==> src/rtl/rng_health_monitor_if.sv <==
// Sample handshake between the mid-square generator and its health monitor.
interface rng_health_monitor_if #(
  parameter int unsigned W = 16
);
  logic         sample_valid;
  logic [W-1:0] sample;
  logic         sample_ready;

  modport master (output sample_valid, output sample, input sample_ready);
  modport slave  (input sample_valid, input sample, output sample_ready);
endinterface

==> src/rtl/rng_health_monitor.sv <==
// Runtime health checks on a mid-square RNG stream: sticky zero detect,
// streaming Brent cycle detection and a windowed monobit test.
module rng_health_monitor #(
  parameter int unsigned W          = 16,
  parameter int unsigned WIN_LOG2   = 8,
  parameter int unsigned ONES_LO    = 1792,
  parameter int unsigned ONES_HI    = 2304,
  parameter int unsigned MAX_P_LOG2 = 16
) (
  input  logic                                clk,
  input  logic                                rst,
  input  logic                                clr,
  rng_health_monitor_if.slave                 s_if,
  output logic                                zero_flag,
  output logic                                cycle_found,
  output logic [MAX_P_LOG2:0]                 cycle_len,
  output logic                                search_exhausted,
  output logic                                win_done,
  output logic [$clog2(W+1)+WIN_LOG2-1:0]     win_ones,
  output logic                                monobit_fail
);

  localparam int unsigned PW = MAX_P_LOG2 + 1;
  localparam int unsigned CW = $clog2(W + 1);
  localparam int unsigned OW = CW + WIN_LOG2;
  localparam logic [PW-1:0] P_MAX = {1'b1, {MAX_P_LOG2{1'b0}}};

  typedef enum logic [1:0] {IDLE, SEARCH, FOUND, EXHAUSTED} state_t;

  state_t              r_state, w_state_nxt;
  logic [W-1:0]        r_tort, w_tort_nxt;
  logic [PW-1:0]       r_power, w_power_nxt;
  logic [PW-1:0]       r_lam, w_lam_nxt;
  logic [PW-1:0]       w_lam_inc;
  logic [PW-1:0]       w_len_nxt;
  logic                w_found_nxt;
  logic                w_exh_nxt;

  logic                w_accept;
  logic [CW-1:0]       w_pop;
  logic [OW-1:0]       w_win_sum;
  logic                w_win_bad;
  logic                w_win_last;
  logic [OW-1:0]       r_acc;
  logic [WIN_LOG2-1:0] r_cnt;

  // Ready tracks reset only; samples offered during clr are dropped.
  assign s_if.sample_ready = rst;
  assign w_accept   = s_if.sample_valid && s_if.sample_ready && !clr;
  assign w_lam_inc  = r_lam + PW'(1);
  assign w_win_sum  = r_acc + OW'(w_pop);
  assign w_win_last = &r_cnt;
  assign w_win_bad  = (32'(w_win_sum) < ONES_LO) || (32'(w_win_sum) > ONES_HI);

  always_comb begin
    w_pop = '0;
    for (int i = 0; i < int'(W); i++) begin
      w_pop = w_pop + CW'(s_if.sample[i]);
    end
  end

  // Brent state register and result flags
  always_ff @(posedge clk or negedge rst) begin
    if (!rst) begin
      r_state          <= IDLE;
      r_tort           <= '0;
      r_power          <= '0;
      r_lam            <= '0;
      cycle_found      <= 1'b0;
      cycle_len        <= '0;
      search_exhausted <= 1'b0;
    end else if (clr) begin
      r_state          <= IDLE;
      r_tort           <= '0;
      r_power          <= '0;
      r_lam            <= '0;
      cycle_found      <= 1'b0;
      cycle_len        <= '0;
      search_exhausted <= 1'b0;
    end else begin
      r_state          <= w_state_nxt;
      r_tort           <= w_tort_nxt;
      r_power          <= w_power_nxt;
      r_lam            <= w_lam_nxt;
      cycle_found      <= w_found_nxt;
      cycle_len        <= w_len_nxt;
      search_exhausted <= w_exh_nxt;
    end
  end

  // Brent next state: tortoise teleports to the hare each time lam reaches power
  always_comb begin
    w_state_nxt = r_state;
    w_tort_nxt  = r_tort;
    w_power_nxt = r_power;
    w_lam_nxt   = r_lam;
    w_found_nxt = cycle_found;
    w_len_nxt   = cycle_len;
    w_exh_nxt   = search_exhausted;
    if (w_accept) begin
      case (r_state)
        IDLE: begin
          w_tort_nxt  = s_if.sample;
          w_power_nxt = PW'(1);
          w_lam_nxt   = '0;
          w_state_nxt = SEARCH;
        end
        SEARCH: begin
          if (s_if.sample == r_tort) begin
            w_len_nxt   = w_lam_inc;
            w_found_nxt = 1'b1;
            w_state_nxt = FOUND;
          end else if (w_lam_inc == r_power) begin
            if (r_power == P_MAX) begin
              w_exh_nxt   = 1'b1;
              w_state_nxt = EXHAUSTED;
            end else begin
              w_tort_nxt  = s_if.sample;
              w_power_nxt = r_power << 1;
              w_lam_nxt   = '0;
            end
          end else begin
            w_lam_nxt = w_lam_inc;
          end
        end
        default: ;
      endcase
    end
  end

  // Zero detect and monobit window accumulation
  always_ff @(posedge clk or negedge rst) begin
    if (!rst) begin
      zero_flag    <= 1'b0;
      win_done     <= 1'b0;
      win_ones     <= '0;
      monobit_fail <= 1'b0;
      r_acc        <= '0;
      r_cnt        <= '0;
    end else if (clr) begin
      zero_flag    <= 1'b0;
      win_done     <= 1'b0;
      win_ones     <= '0;
      monobit_fail <= 1'b0;
      r_acc        <= '0;
      r_cnt        <= '0;
    end else begin
      win_done <= w_accept && w_win_last;
      if (w_accept) begin
        if (s_if.sample == '0) zero_flag <= 1'b1;
        if (w_win_last) begin
          win_ones <= w_win_sum;
          if (w_win_bad) monobit_fail <= 1'b1;
          r_acc <= '0;
          r_cnt <= '0;
        end else begin
          r_acc <= w_win_sum;
          r_cnt <= r_cnt + WIN_LOG2'(1);
        end
      end
    end
  end

endmodule
==> src/flat_wrapper.sv <==
// flat-port wrapper written by rule: the top's interface ports become plain ports
module rng_health_monitor_flat 
#(
  parameter int unsigned W          = 16,
  parameter int unsigned WIN_LOG2   = 8,
  parameter int unsigned ONES_LO    = 1792,
  parameter int unsigned ONES_HI    = 2304,
  parameter int unsigned MAX_P_LOG2 = 16
)
  (clk, rst, clr, zero_flag, cycle_found, cycle_len, search_exhausted, win_done, win_ones, monobit_fail, s_if_sample_valid, s_if_sample, s_if_sample_ready);
  rng_health_monitor_if #(.W(W)) s_if_i ();
  input  logic clk;
  input  logic rst;
  input  logic clr;
  output logic zero_flag;
  output logic cycle_found;
  output logic [MAX_P_LOG2:0] cycle_len;
  output logic search_exhausted;
  output logic win_done;
  output logic [$clog2(W+1)+WIN_LOG2-1:0] win_ones;
  output logic monobit_fail;
  input wire logic [$bits(s_if_i.sample_valid)-1:0] s_if_sample_valid;
  input wire logic [$bits(s_if_i.sample)-1:0] s_if_sample;
  output wire logic [$bits(s_if_i.sample_ready)-1:0] s_if_sample_ready;
  assign s_if_i.sample_valid = s_if_sample_valid;
  assign s_if_i.sample = s_if_sample;
  assign s_if_sample_ready = s_if_i.sample_ready;
  rng_health_monitor #(.W(W), .WIN_LOG2(WIN_LOG2), .ONES_LO(ONES_LO), .ONES_HI(ONES_HI), .MAX_P_LOG2(MAX_P_LOG2)) u_core (.clk(clk), .rst(rst), .clr(clr), .s_if(s_if_i), .zero_flag(zero_flag), .cycle_found(cycle_found), .cycle_len(cycle_len), .search_exhausted(search_exhausted), .win_done(win_done), .win_ones(win_ones), .monobit_fail(monobit_fail));
endmodule
==> config.mk <==
export PLATFORM = sky130hd
export DESIGN_NAME = rng_health_monitor_flat
export DESIGN_NICKNAME = d
export VERILOG_FILES = /design/src/rtl/rng_health_monitor_if.sv /design/src/rtl/rng_health_monitor.sv /design/src/flat_wrapper.sv
export SDC_FILE = /design/constraint.sdc
export NUM_CORES = 1
export LEC_CHECK = 0
export ABC_CLOCK_PERIOD_IN_PS = 11200
export CORE_ASPECT_RATIO = 1.5
export CORE_MARGIN = 2
export CORE_UTILIZATION = 25
export CTS_CLUSTER_SIZE = 30
export DETAILED_ROUTE_END_ITERATION = 16
export PLACE_DENSITY = 0.44
export SYNTH_ARGS = -nofsm -noshare
export SYNTH_HDL_FRONTEND = slang
export SYNTH_SLANG_ARGS = --single-unit
==> constraint.sdc <==
create_clock -name clk -period 11.2 [get_ports clk]
set_clock_uncertainty 0.1 [all_clocks]
set_input_delay 1.68 -clock clk [delete_from_list [all_inputs] [get_ports clk]]
set_output_delay 1.68 -clock clk [all_outputs]
set_load 0.01 [all_outputs]
==> results of run 1 <==
## stage by stage
step / cell area, um2 / setup slack (ns) / utilization, % / hold WS, ns
floorplan: 6640 / 4.14 / - / 0.356
global placement: 7470 / 3.29 / 28.4 / 0.364
detailed placement: 7470 / 3.22 / 28.4 / 0.370
CTS: 7770 / 3.60 / 29.5 / 0.388
global route: 7770 / 3.22 / 29.5 / 0.407
finish: 7770 / 3.59 / 29.5 / 0.377
## synth_stat cells, types with 6 or more instances
| master | n |
|---|---|
| and3_1 | 11 |
| buf_2 | 9 |
| a31oi_1 | 7 |
| a21oi_1 | 27 |
| nand2_1 | 63 |
| a221o_1 | 8 |
| o21ai_0 | 43 |
| nand4_1 | 12 |
| o21a_1 | 6 |
| clkbuf_1 | 23 |
| xor2_1 | 17 |
| fa_1 | 11 |
| nand2b_1 | 11 |
| ha_1 | 14 |
| xnor2_1 | 39 |
| and2_1 | 7 |
| dfrtp_1 | 108 |
| nor2b_1 | 6 |
| inv_1 | 41 |
| nor2_1 | 44 |
| or3_1 | 7 |
| a22o_1 | 42 |
| nand3_1 | 18 |
| nor4_1 | 15 |
| nor3_1 | 11 |
## worst register-to-register path, stage by stage (launching register included)
cell and delay (ns):
dfrtp_1 0.46, ha_1 0.41, nand4_2 0.37, nor3_1 0.63, xnor2_1 0.36, o221ai_1 0.26, or4_4 0.59, o21a_1 0.32
nor2_1 0.86, mux2_2 0.31
## cell families after synthesis
logic type / after synthesis / synth area share [%]
and+or+nand+nor: 240 / 19.6
buffers and inverters: 84 / 5.33
adders and majority gates: 25 / 5.95
xor gates and xnor gates: 61 / 9.01
muxes: 3 / 0.471
AOI/OAI and AO/OA: 178 / 19.0
DFF: 108 / 40.7
## worst paths after layout
check / to / slack (ns) / cells past startpoint
worst max-delay path: u_core.monobit_fail / 3.59 / 20
max in group asynchronous: u_core.r_power[6] / 8.36 / 3
worst min register to register: u_core.cycle_len[7] / 0.38 / 2
min in group asynchronous: u_core.r_tort[15] / 1.13 / 1
worst min-delay path: u_core.cycle_len[7] / 0.38 / 2
worst max register to register: u_core.r_lam[0] / 6.47 / 9
## power by group
part,leakage (nW),total (W),switching [W],internal (W)
registers,1.50,0.000410,0.00000928,0.000401
clock network,0.147,0.000335,0.000160,0.000176
logic,1.66,0.000254,0.000152,0.000101
total,3.31,0.000999,0.000321,0.000677
## sequential cells by signal, summed over array words and instances (netlist names)
signal                   count
u_core.cycle_len            17
u_core.r_lam                17
u_core.r_power              17
u_core.r_tort               16
u_core.r_acc                13
u_core.win_ones             13
u_core.r_cnt                 8
u_core.r_state               2
u_core.cycle_found           1
u_core.monobit_fail          1
u_core.search_exhausted      1
u_core.win_done              1
u_core.zero_flag             1
## area by class of cell
| type | count | area share, % |
|---|---|---|
| Multi-Input combinational cell | 507 | 46.2 |
| Sequential cell | 108 | 34.8 |
| Timing Repair Buffer | 62 | 7.73 |
| Tap cell | 337 | 5.42 |
| Clock buffer | 9 | 2.90 |
| Inverter | 42 | 2.03 |
| Clock inverter | 7 | 0.950 |
## routing by layer
layer / global-route usage [%] / vias up
met2: 27.3 / 106
li1: - / 2579
met1: 16.8 / 2691
met3: 1.74 / 31
met5: 0 / -
met4: 5.52 / 0
==> impl_summary.txt, run 1 <==
----------------------------------------------------
[Logic synthesis]
  Register bit total from synthesis ... 108
  Post-Synthesis Net Count ... 744
  Number of distinct library cells after synthesis ... 71
  Top cell type by total area after synthesis ... dfrtp_1
  Yosys warns ... 0
  Most common flop cell mapped by yosys ... dfrtp_1
  Per-instance average area after synthesis ... 9.50 um2
  Post-synth top area share ... 40.7%
  Post-Syn Area ... 6640 um2
  Synth Instances ... 699
  Top cells by area, synth ... dfrtp_1 (41%), a22o_1 (5.5%), xnor2_1 (5.1%)
  Portion of the post-synthesis area used by sequential elements ... 40.7%
  Share of synthesized registers carrying an async set or reset ... 100%
  Number of enable flip-flop cells after synthesis ... 0

[Setup path]
  Arrival time at the worst endpoint ... 7.74 ns
  CP Cell Sequence ... clkdlybuf4s50_1, inv_1, ha_1, inv_1, fa_1, fa_1, fa_1, fa_1, fa_1, fa_1, inv_1, ha_1, a21o_1, a21oi_1, o21ai_0, and3_1, or2_2, or4_1, a311oi_1, nor2_1
  Beginning of the critical path ... s_if_sample[0]
  CP Data Required Time ... 11.34 ns
  Max stage delay on crit path ... 0.55 ns
  Startpoint type of the worst setup path ... input pin
  Capturing element type of the critical path ... register
  Highest net fanout along the worst path ... 4
  Worst path buffer plus inverter count ... 4
  Category of cells accounting for the largest share of critical-path delay ... adder cells
  Beginning of the worst register-to-register path ... u_core.r_lam[0]
  Critical path's most frequent cell ... fa_1
  Crit path kind ... in2reg
  Cell with the largest stage delay on the worst path ... fa_1

[Final layout]
  Number of standard cells in the layout, taps in and fillers out ... 1072
  Most frequent cells in the layout ... dfrtp_1 (108), nand2_1 (63), clkdlybuf4s50_1 (54), nor2_1 (44), o21ai_0 (43)
  Filler Cell Count ... 2819
  Diode count ... 0
  Layout cell share with drive strength beyond 1 ... 5.31%
  Layout Nets ... 775
  Area used by multi-input combinational logic ... 3590 um2
  FF/Latch Area ... 2700 um2
  Leading cell type in the layout, fill and taps excluded ... dfrtp_1
  Area added between synthesis and finish ... 17.0%

[Die]
  Core area ... 26300 um2
  Die Y ... 204 um
  Ports ... 56
  Die Outline Area ... 27900 um2
  Horizontal extent of the die ... 137 um
  Initial Utilization ... 25.2%
  Std cell rows ... 73

[STA]
  Final setup TNS ... 0 ns
  Maximum frequency from static timing analysis ... 0.131 GHz
  Setup repair after global routing missed its margin ... false
  Final number of hold-violating endpoints ... 0
  Post-route clock period utilization ... 67.9%
  Max Slew Vio Count ... 0
  Tightest Pin Transition ... 1.17 ns
  Final setup violation count ... 0
  Clock period minus worst slack ... 7.61 ns
  Worst slew margin relative to its limit ... 21.8%

[Power]
  Worst IR drop on VDD ... 0.0000776 V
  Design Power ... 0.000999 W
  Pwr/cell area ... 129 nW/um2
  Leakage power ... 3.31 nW

[Clock network]
  Cts-stage hold buffer count ... 0
  CTS tree ... yes
  Total number of H-tree levels ... 3
  Resize count post-CTS ... 0
  CTS root buf ... clkbuf_16
  Clock edge transition at the registers on the reported setup and hold paths ... 0.08 ns
  Sinks on Clock Net ... 108
  Setup repair bufs after CTS ... 0
  Maximum count of clock buffers along a single path ... 2
  Insertion delay of the later-clocked pin in the worst-skew pair ... 0.36 ns
  Number of CTS-inserted buffers ... 9

[Routing]
  Met2 WL ... 10700 um
  Wire length on met3 ... 567 um
  Detailed-route vias per instance ... 5.04
  Routed metal-1 wirelength ... 7550 um
  Aggregate routed wire length ... 19300 um
  Number of nets still failing antenna checks after routing ... 0
  Final routed DRC violation total ... 0
  Routed length per placed instance ... 18.0 um
  Vias after detailed routing ... 5407
  DR pass1 iterations ... 4
  Detailed Route Iter0 Violations ... 286
  Uppermost layer routed ... met4

[Outcome]
  Run status ... completed

[Global routing]
  Number of global-route vias before repair ... 5689
  Wire length of the first global-routing pass ... 31500 um
  Initial antenna violation count ... 0
  Overall routing resource usage ... 14.7%
  Maximum number of pins on one net before global-route repair ... 47
  Overall overflow remaining after global route ... 0

[Placed design]
  DPL Wire Length ... 14100 um
  Cell count after placement ... 1056
  Count of input and output buffers ... 55
  RePlAce Congestion ... 0.818

[Run]
  MaxCap Viol Count ... 0

[Hold path]
  Type of the tightest min-delay check ... reg2reg
  Hold path startpoint ... u_core.cycle_len[7]

----------------------------------------------------
(Power assumes the default switching activity.)
==> inputs of run 2 (changes only) <==
--- a/config.mk
+++ b/config.mk
@@ -5,13 +5,13 @@
 export SDC_FILE = /design/constraint.sdc
 export NUM_CORES = 1
 export LEC_CHECK = 0
-export ABC_CLOCK_PERIOD_IN_PS = 11200
+export ABC_CLOCK_PERIOD_IN_PS = 6500
 export CORE_ASPECT_RATIO = 1.5
 export CORE_MARGIN = 2
 export CORE_UTILIZATION = 25
 export CTS_CLUSTER_SIZE = 30
 export DETAILED_ROUTE_END_ITERATION = 16
-export PLACE_DENSITY = 0.44
+export PLACE_DENSITY = 0.45
 export SYNTH_ARGS = -nofsm -noshare
 export SYNTH_HDL_FRONTEND = slang
 export SYNTH_SLANG_ARGS = --single-unit
==> constraint.sdc (replaced) <==
create_clock -name clk -period 6.5 [get_ports clk]
set_clock_uncertainty 0.1 [all_clocks]
set_input_delay 0.975 -clock clk [delete_from_list [all_inputs] [get_ports clk]]
set_output_delay 0.975 -clock clk [all_outputs]
set_load 0.01 [all_outputs]
==> run 2 against run 1 <==
Total power rose by 83%. Hold slack improved by 0.0045 ns. Sequential power rose by 72%. Register-to-register slack got worse by 4.6 ns. First-iteration DRC count fell by 5.9%. Critical endpoint unchanged.
==> impl_summary.txt, run 2 (synthesis results as in run 1) <==
----------------------------------------------------
[Clock network]
  Total number of H-tree levels ... 3
  CTS tree ... yes
  CTS root buf ... clkbuf_16
  Sinks on Clock Net ... 108
  Number of CTS-inserted buffers ... 9
  Cts-stage hold buffer count ... 0
  Clock edge transition at the registers on the reported setup and hold paths ... 0.08 ns
  Insertion delay of the later-clocked pin in the worst-skew pair ... 0.37 ns
  Maximum count of clock buffers along a single path ... 2

[Placed design]
  RePlAce Congestion ... 0.831
  DPL Wire Length ... 14400 um
  Count of input and output buffers ... 55

[Die]
  Die Outline Area ... 27900 um2
  Horizontal extent of the die ... 137 um
  Ports ... 56
  Std cell rows ... 73
  Die Y ... 204 um
  Initial Utilization ... 25.2%
  Core area ... 26300 um2

[Setup path]
  Worst reg-to-reg path cell count ... 9
  CP Cell Sequence ... clkbuf_2, inv_2, ha_4, inv_2, fa_1, fa_1, fa_1, fa_1, fa_2, fa_1, inv_1, ha_1, a21o_1, a21oi_2, o21ai_2, and3_4, or2_4, or4_1, a311oi_1, nor2_1
  Beginning of the worst register-to-register path ... u_core.r_lam[0]
  Highest net fanout along the worst path ... 3
  Arrival time at the worst endpoint ... 6.35 ns
  Crit path kind ... in2reg
  Max stage delay on crit path ... 0.58 ns
  CP Data Required Time ... 6.66 ns
  Capturing element type of the critical path ... register
  Beginning of the critical path ... s_if_sample[1]
  Worst R2R Setup Slack ... 1.83 ns
  Critical path's most frequent cell ... fa_1
  Startpoint type of the worst setup path ... input pin
  Cell with the largest stage delay on the worst path ... fa_1
  Reg2reg end ... u_core.r_lam[7]

[Routing]
  Aggregate routed wire length ... 19600 um
  Detailed Route Iter0 Violations ... 269
  Final routed DRC violation total ... 0
  Routed length per placed instance ... 17.6 um
  Number of nets still failing antenna checks after routing ... 0
  Detailed-route vias per instance ... 4.93
  DR pass1 iterations ... 4
  Vias after detailed routing ... 5479

[Final layout]
  Area added between synthesis and finish ... 21.7%
  Layout Nets ... 814
  Leading cell type in the layout, fill and taps excluded ... dfrtp_1
  Filler Cell Count ... 2819
  Most frequent cells in the layout ... dfrtp_1 (108), nand2_1 (63), clkdlybuf4s50_1 (47), buf_4 (47), nor2_1 (44)
  Post-route core utilization ... 30.7%
  Diode count ... 0
  Layout cell share with drive strength beyond 1 ... 11.4%
  Largest registers ... u_core.cycle_len (17), u_core.r_lam (17), u_core.r_power (17)

[Hold path]
  Hold Path Sink ... u_core.cycle_len[9]
  Hold path startpoint ... u_core.cycle_len[9]
  Hold Path Depth ... 2
  Type of the tightest min-delay check ... reg2reg

[STA]
  Setup repair after global routing missed its margin ... false
  Clock period minus worst slack ... 6.19 ns
  Worst slew margin relative to its limit ... 25.4%
  Maximum frequency from static timing analysis ... 0.162 GHz
  Max Slew Vio Count ... 0
  Hold_ws ... 0.381 ns
  Final number of hold-violating endpoints ... 0
  Final setup violation count ... 0
  Post-route clock period utilization ... 95.2%
  Tightest Pin Transition ... 1.11 ns

[Power]
  Leakage power ... 3.53 nW
  Pwr/cell area ... 226 nW/um2
  Worst IR drop on VDD ... 0.000163 V
  Design Power ... 0.00183 W

[Global routing]
  Number of global-route vias before repair ... 5701
  Wire length of the first global-routing pass ... 31100 um
  Overall overflow remaining after global route ... 0
  Initial antenna violation count ... 0
  Overall routing resource usage ... 14.6%
  Maximum number of pins on one net before global-route repair ... 50

[Run]
  MaxCap Viol Count ... 0

[Outcome]
  Run status ... completed

----------------------------------------------------
==> run 2: cell types whose count changed in the layout (fill, tap and decap cells not counted), sizes merged, moves of 2 or more <==
| cell | delta |
|---|---|
| buf | +39 |
| dlymetal6s2s | +5 |
| clkdlybuf4s50 | -7 |
| clkbuf | +3 |
| clkinv | -2 |
==> run 2: power breakdown <==
| part | switching [W] | internal, W | total (W) |
|---|---|---|---|
| logic | 0.000292 | 0.000271 | 0.000562 |
| clock network | 0.000291 | 0.000269 | 0.000561 |
| registers | 0.0000154 | 0.000690 | 0.000706 |
| total | 0.000599 | 0.00123 | 0.00183 |
==> run 2: stage by stage <==
| stage | cell area [um2] | std cells | setup TNS [ns] | setup WS, ns |
|---|---|---|---|---|
| 2_1_floorplan | 6640 | 699 | 0 | 0.143 |
| 3_3_place_gp | 7760 | 1094 | -2.44 | -0.599 |
| 3_5_place_dp | 7760 | 1094 | -2.48 | -0.602 |
| 4_1_cts | 8050 | 1110 | 0 | 0.0230 |
| 5_1_grt | 8080 | 1111 | 0 | 0.0268 |
| 6_report | 8080 | 1111 | 0 | 0.309 |
==> run 2: how the worst max path moves through the flow <==
stage,end,cells after the start
final,u_core.monobit_fail,20
after global routing,u_core.monobit_fail,21
after CTS,u_core.monobit_fail,20
after detailed placement,u_core.monobit_fail,20
after global placement,u_core.monobit_fail,20
after floorplan,u_core.monobit_fail,19
==> run 2: layer usage <==
metal | global-route usage, % | vias up | part of all wire [%]
met5 | 0 | - | 0
met4 | 6.66 | 0 | 3.0
met3 | 1.19 | 28 | 1.7
met2 | 27.6 | 75 | 56
met1 | 16.1 | 2733 | 39
li1 | - | 2643 | -
==> run 2: timing repair <==
action,CTS,global route
gates resized for setup,5,16
buffers inserted,0,1
setup endpoints to repair,2,3
pin swaps,4,14
==> run 2: area by class of cell <==
| cell class | instances | area, um2 | share of cell area, % |
|---|---|---|---|
| clock buffer | 10 | 229 | 2.83 |
| clock inverter | 6 | 55.1 | 0.681 |
| inverter | 42 | 158 | 1.95 |
| multi-input combinational | 507 | 3620 | 44.8 |
| sequential | 108 | 2700 | 33.4 |
| tap | 337 | 422 | 5.22 |
| timing repair buffer | 101 | 896 | 11.1 |
==> run 2: critical path: cells and delay by family <==
family                   cells  cell delay [ns]
buffers and inverters        4             0.22
adder cells (fa/ha/maj)      8             3.47
AND/OR/NAND/NOR              4             0.96
AO/OA/AOI/OAI                4             0.74
==> inputs of run 3 (changes only) <==
--- a/config.mk
+++ b/config.mk
@@ -8,10 +8,11 @@
 export ABC_CLOCK_PERIOD_IN_PS = 6500
 export CORE_ASPECT_RATIO = 1.5
 export CORE_MARGIN = 2
-export CORE_UTILIZATION = 25
+export CORE_UTILIZATION = 53
 export CTS_CLUSTER_SIZE = 30
 export DETAILED_ROUTE_END_ITERATION = 16
-export PLACE_DENSITY = 0.45
+export HOLD_SLACK_MARGIN = 0.1
+export PLACE_DENSITY = 0.8
 export SYNTH_ARGS = -nofsm -noshare
 export SYNTH_HDL_FRONTEND = slang
 export SYNTH_SLANG_ARGS = --single-unit
==> run 3 against run 2 <==
Setup slack worse by 0.14 ns. Critical path type unchanged. Sequential power barely moved. Highest routed layer unchanged. Hold slack better by 0.0013 ns.
==> impl_summary.txt, run 3 (synthesis results as in run 1) <==
----------------------------------------------------
[Clock network]
  Insertion delay of the later-clocked pin in the worst-skew pair ... 0.36 ns
  Clock edge transition at the registers on the reported setup and hold paths ... 0.07 ns
  Maximum count of clock buffers along a single path ... 2
  CTS tree ... yes
  Total number of H-tree levels ... 3
  Sinks on Clock Net ... 108
  CTS root buf ... clkbuf_16
  Cts-stage hold buffer count ... 0
  Number of CTS-inserted buffers ... 9

[Die]
  Ports ... 56
  Core area ... 12400 um2
  Die Outline Area ... 13500 um2
  Std cell rows ... 50
  Die Y ... 141 um
  Initial Utilization ... 53.6%
  Horizontal extent of the die ... 95.4 um

[Final layout]
  Largest registers ... u_core.cycle_len (17), u_core.r_lam (17), u_core.r_power (17)
  Diode count ... 0
  Layout Nets ... 814
  Most frequent cells in the layout ... dfrtp_1 (108), nand2_1 (63), clkdlybuf4s50_1 (52), buf_4 (47), nor2_1 (44)
  FF/Latch Area ... 2700 um2
  Post-route cell area ... 7850 um2
  Leading cell type in the layout, fill and taps excluded ... dfrtp_1
  Layout cell share with drive strength beyond 1 ... 10.9%
  Filler Cell Count ... 1026
  Area added between synthesis and finish ... 18.1%
  Area used by multi-input combinational logic ... 3610 um2

[Power]
  Leakage power ... 3.50 nW
  Design Power ... 0.00185 W
  Sequential share of power ... 38.3%
  Share of total power in the clock network ... 29.2%
  Combinational Power Share ... 32.5%
  Int Pwr ... 0.00125 W
  Switching component of the power ... 0.000600 W
  Net Sw Frac ... 32.5%
  Pwr/cell area ... 236 nW/um2
  Worst IR drop on VDD ... 0.000193 V

[Routing]
  Aggregate routed wire length ... 18000 um
  Routed length per placed instance ... 19.4 um
  Vias after detailed routing ... 5778
  Number of nets still failing antenna checks after routing ... 0
  Final routed DRC violation total ... 0
  DR pass1 iterations ... 5
  Detailed Route Iter0 Violations ... 269
  Detailed-route vias per instance ... 6.22

[Setup path]
  Highest net fanout along the worst path ... 3
  CP Data Required Time ... 6.64 ns
  CP Cell Sequence ... clkdlybuf4s50_1, inv_1, fa_1, fa_1, fa_1, fa_1, fa_2, fa_1, inv_1, ha_1, a21o_1, a21oi_2, o21ai_2, and3_1, or2_2, or4_4, a311oi_2, nor2_1
  Logic depth of the worst setup path including buffers ... 18
  Cell with the largest stage delay on the worst path ... fa_1
  Capturing element type of the critical path ... register
  Arrival time at the worst endpoint ... 6.47 ns
  Startpoint type of the worst setup path ... input pin
  Worst path buffer plus inverter count ... 3
  Crit path kind ... in2reg
  Worst reg-to-reg path cell count ... 9
  Category of cells accounting for the largest share of critical-path delay ... adder cells
  Critical path's most frequent cell ... fa_1
  Max stage delay on crit path ... 0.56 ns

[Run]
  MaxCap Viol Count ... 0

[STA]
  Final setup TNS ... 0 ns
  Post-route clock period utilization ... 97.4%
  Maximum frequency from static timing analysis ... 0.158 GHz
  Worst Setup Slack, final ... 0.170 ns
  Final setup violation count ... 0
  Clock period minus worst slack ... 6.33 ns
  Worst slew margin relative to its limit ... 21.3%
  Max Slew Vio Count ... 0
  Tightest Pin Transition ... 1.17 ns
  Final number of hold-violating endpoints ... 0

[Hold path]
  Type of the tightest min-delay check ... reg2reg
  Hold Path Depth ... 2

[Placed design]
  RePlAce Congestion ... 0.965
  Count of input and output buffers ... 55
  Total cell area at the placement stage ... 7500 um2
  DPL Wire Length ... 13000 um
  Worst-case setup slack after placement ... -0.605 ns

[Global routing]
  Initial antenna violation count ... 0
  Maximum number of pins on one net before global-route repair ... 63
  Wire length of the first global-routing pass ... 29400 um
  Overall routing resource usage ... 28.1%
  Overall overflow remaining after global route ... 0
  Number of global-route vias before repair ... 6019

[Outcome]
  Run status ... completed

----------------------------------------------------
[run 3: final cells by class]
class	instances	share of cell area, %
Inverter	42	2.01
Multi-Input combinational cell	507	46.1
Timing Repair Buffer	101	11.4
Clock inverter	5	0.590
Clock buffer	10	3.05
Tap cell	156	2.49
Sequential cell	108	34.4
[run 3: layer usage]
metal | GRT usage [%] | vias up | share of wire, %
li1 | - | 2655 | -
met1 | 31.2 | 2867 | 37
met2 | 50.2 | 189 | 53
met3 | 4.01 | 67 | 4.2
met4 | 15.7 | 0 | 5.5
met5 | 0 | - | 0
[run 3: power groups by stage]
stage                     Clock, W  Combinational (W)  Sequential [W]
after global placement           0           0.000531        0.000719
final                     0.000540           0.000602        0.000708
after CTS                 0.000544           0.000587        0.000707
after detailed placement         0           0.000557        0.000720
after floorplan                  0           0.000311        0.000715
after global routing      0.000572           0.000666        0.000711
[run 3: worst min-delay path: stages, from the launching register on]
cell and delay [ns]:
dfrtp_1 0.35, nand2_1 0.04, o21ai_0 0.06
[run 3: final timing paths]
path / startpoint / end / slack [ns]
worst max-delay path: s_if_sample[2] / u_core.monobit_fail / 0.17
max in group asynchronous: rst / u_core.cycle_len[11] / 4.53
worst min register to register: u_core.cycle_len[10] / u_core.cycle_len[10] / 0.38
worst max register to register: u_core.r_lam[0] / u_core.r_lam[7] / 1.96
worst min-delay path: u_core.cycle_len[10] / u_core.cycle_len[10] / 0.38
min in group asynchronous: rst / u_core.r_power[5] / 0.53
[run 3: repair_timing]
action	in CTS	in global routing
hold endpoints to repair	0	0
resized for setup	9	2
setup endpoints to repair	3	3
setup buffers	3	2
pin swaps	14	9
[run 3: metrics by stage]
step	utilization [%]	std cells	hold slack (ns)
3_3_place_gp	60.6	909	0.362
2_1_floorplan	-	699	0.356
6_report	63.3	929	0.382
5_1_grt	63.3	929	0.405
3_5_place_dp	60.6	909	0.371
4_1_cts	63.1	927	0.387
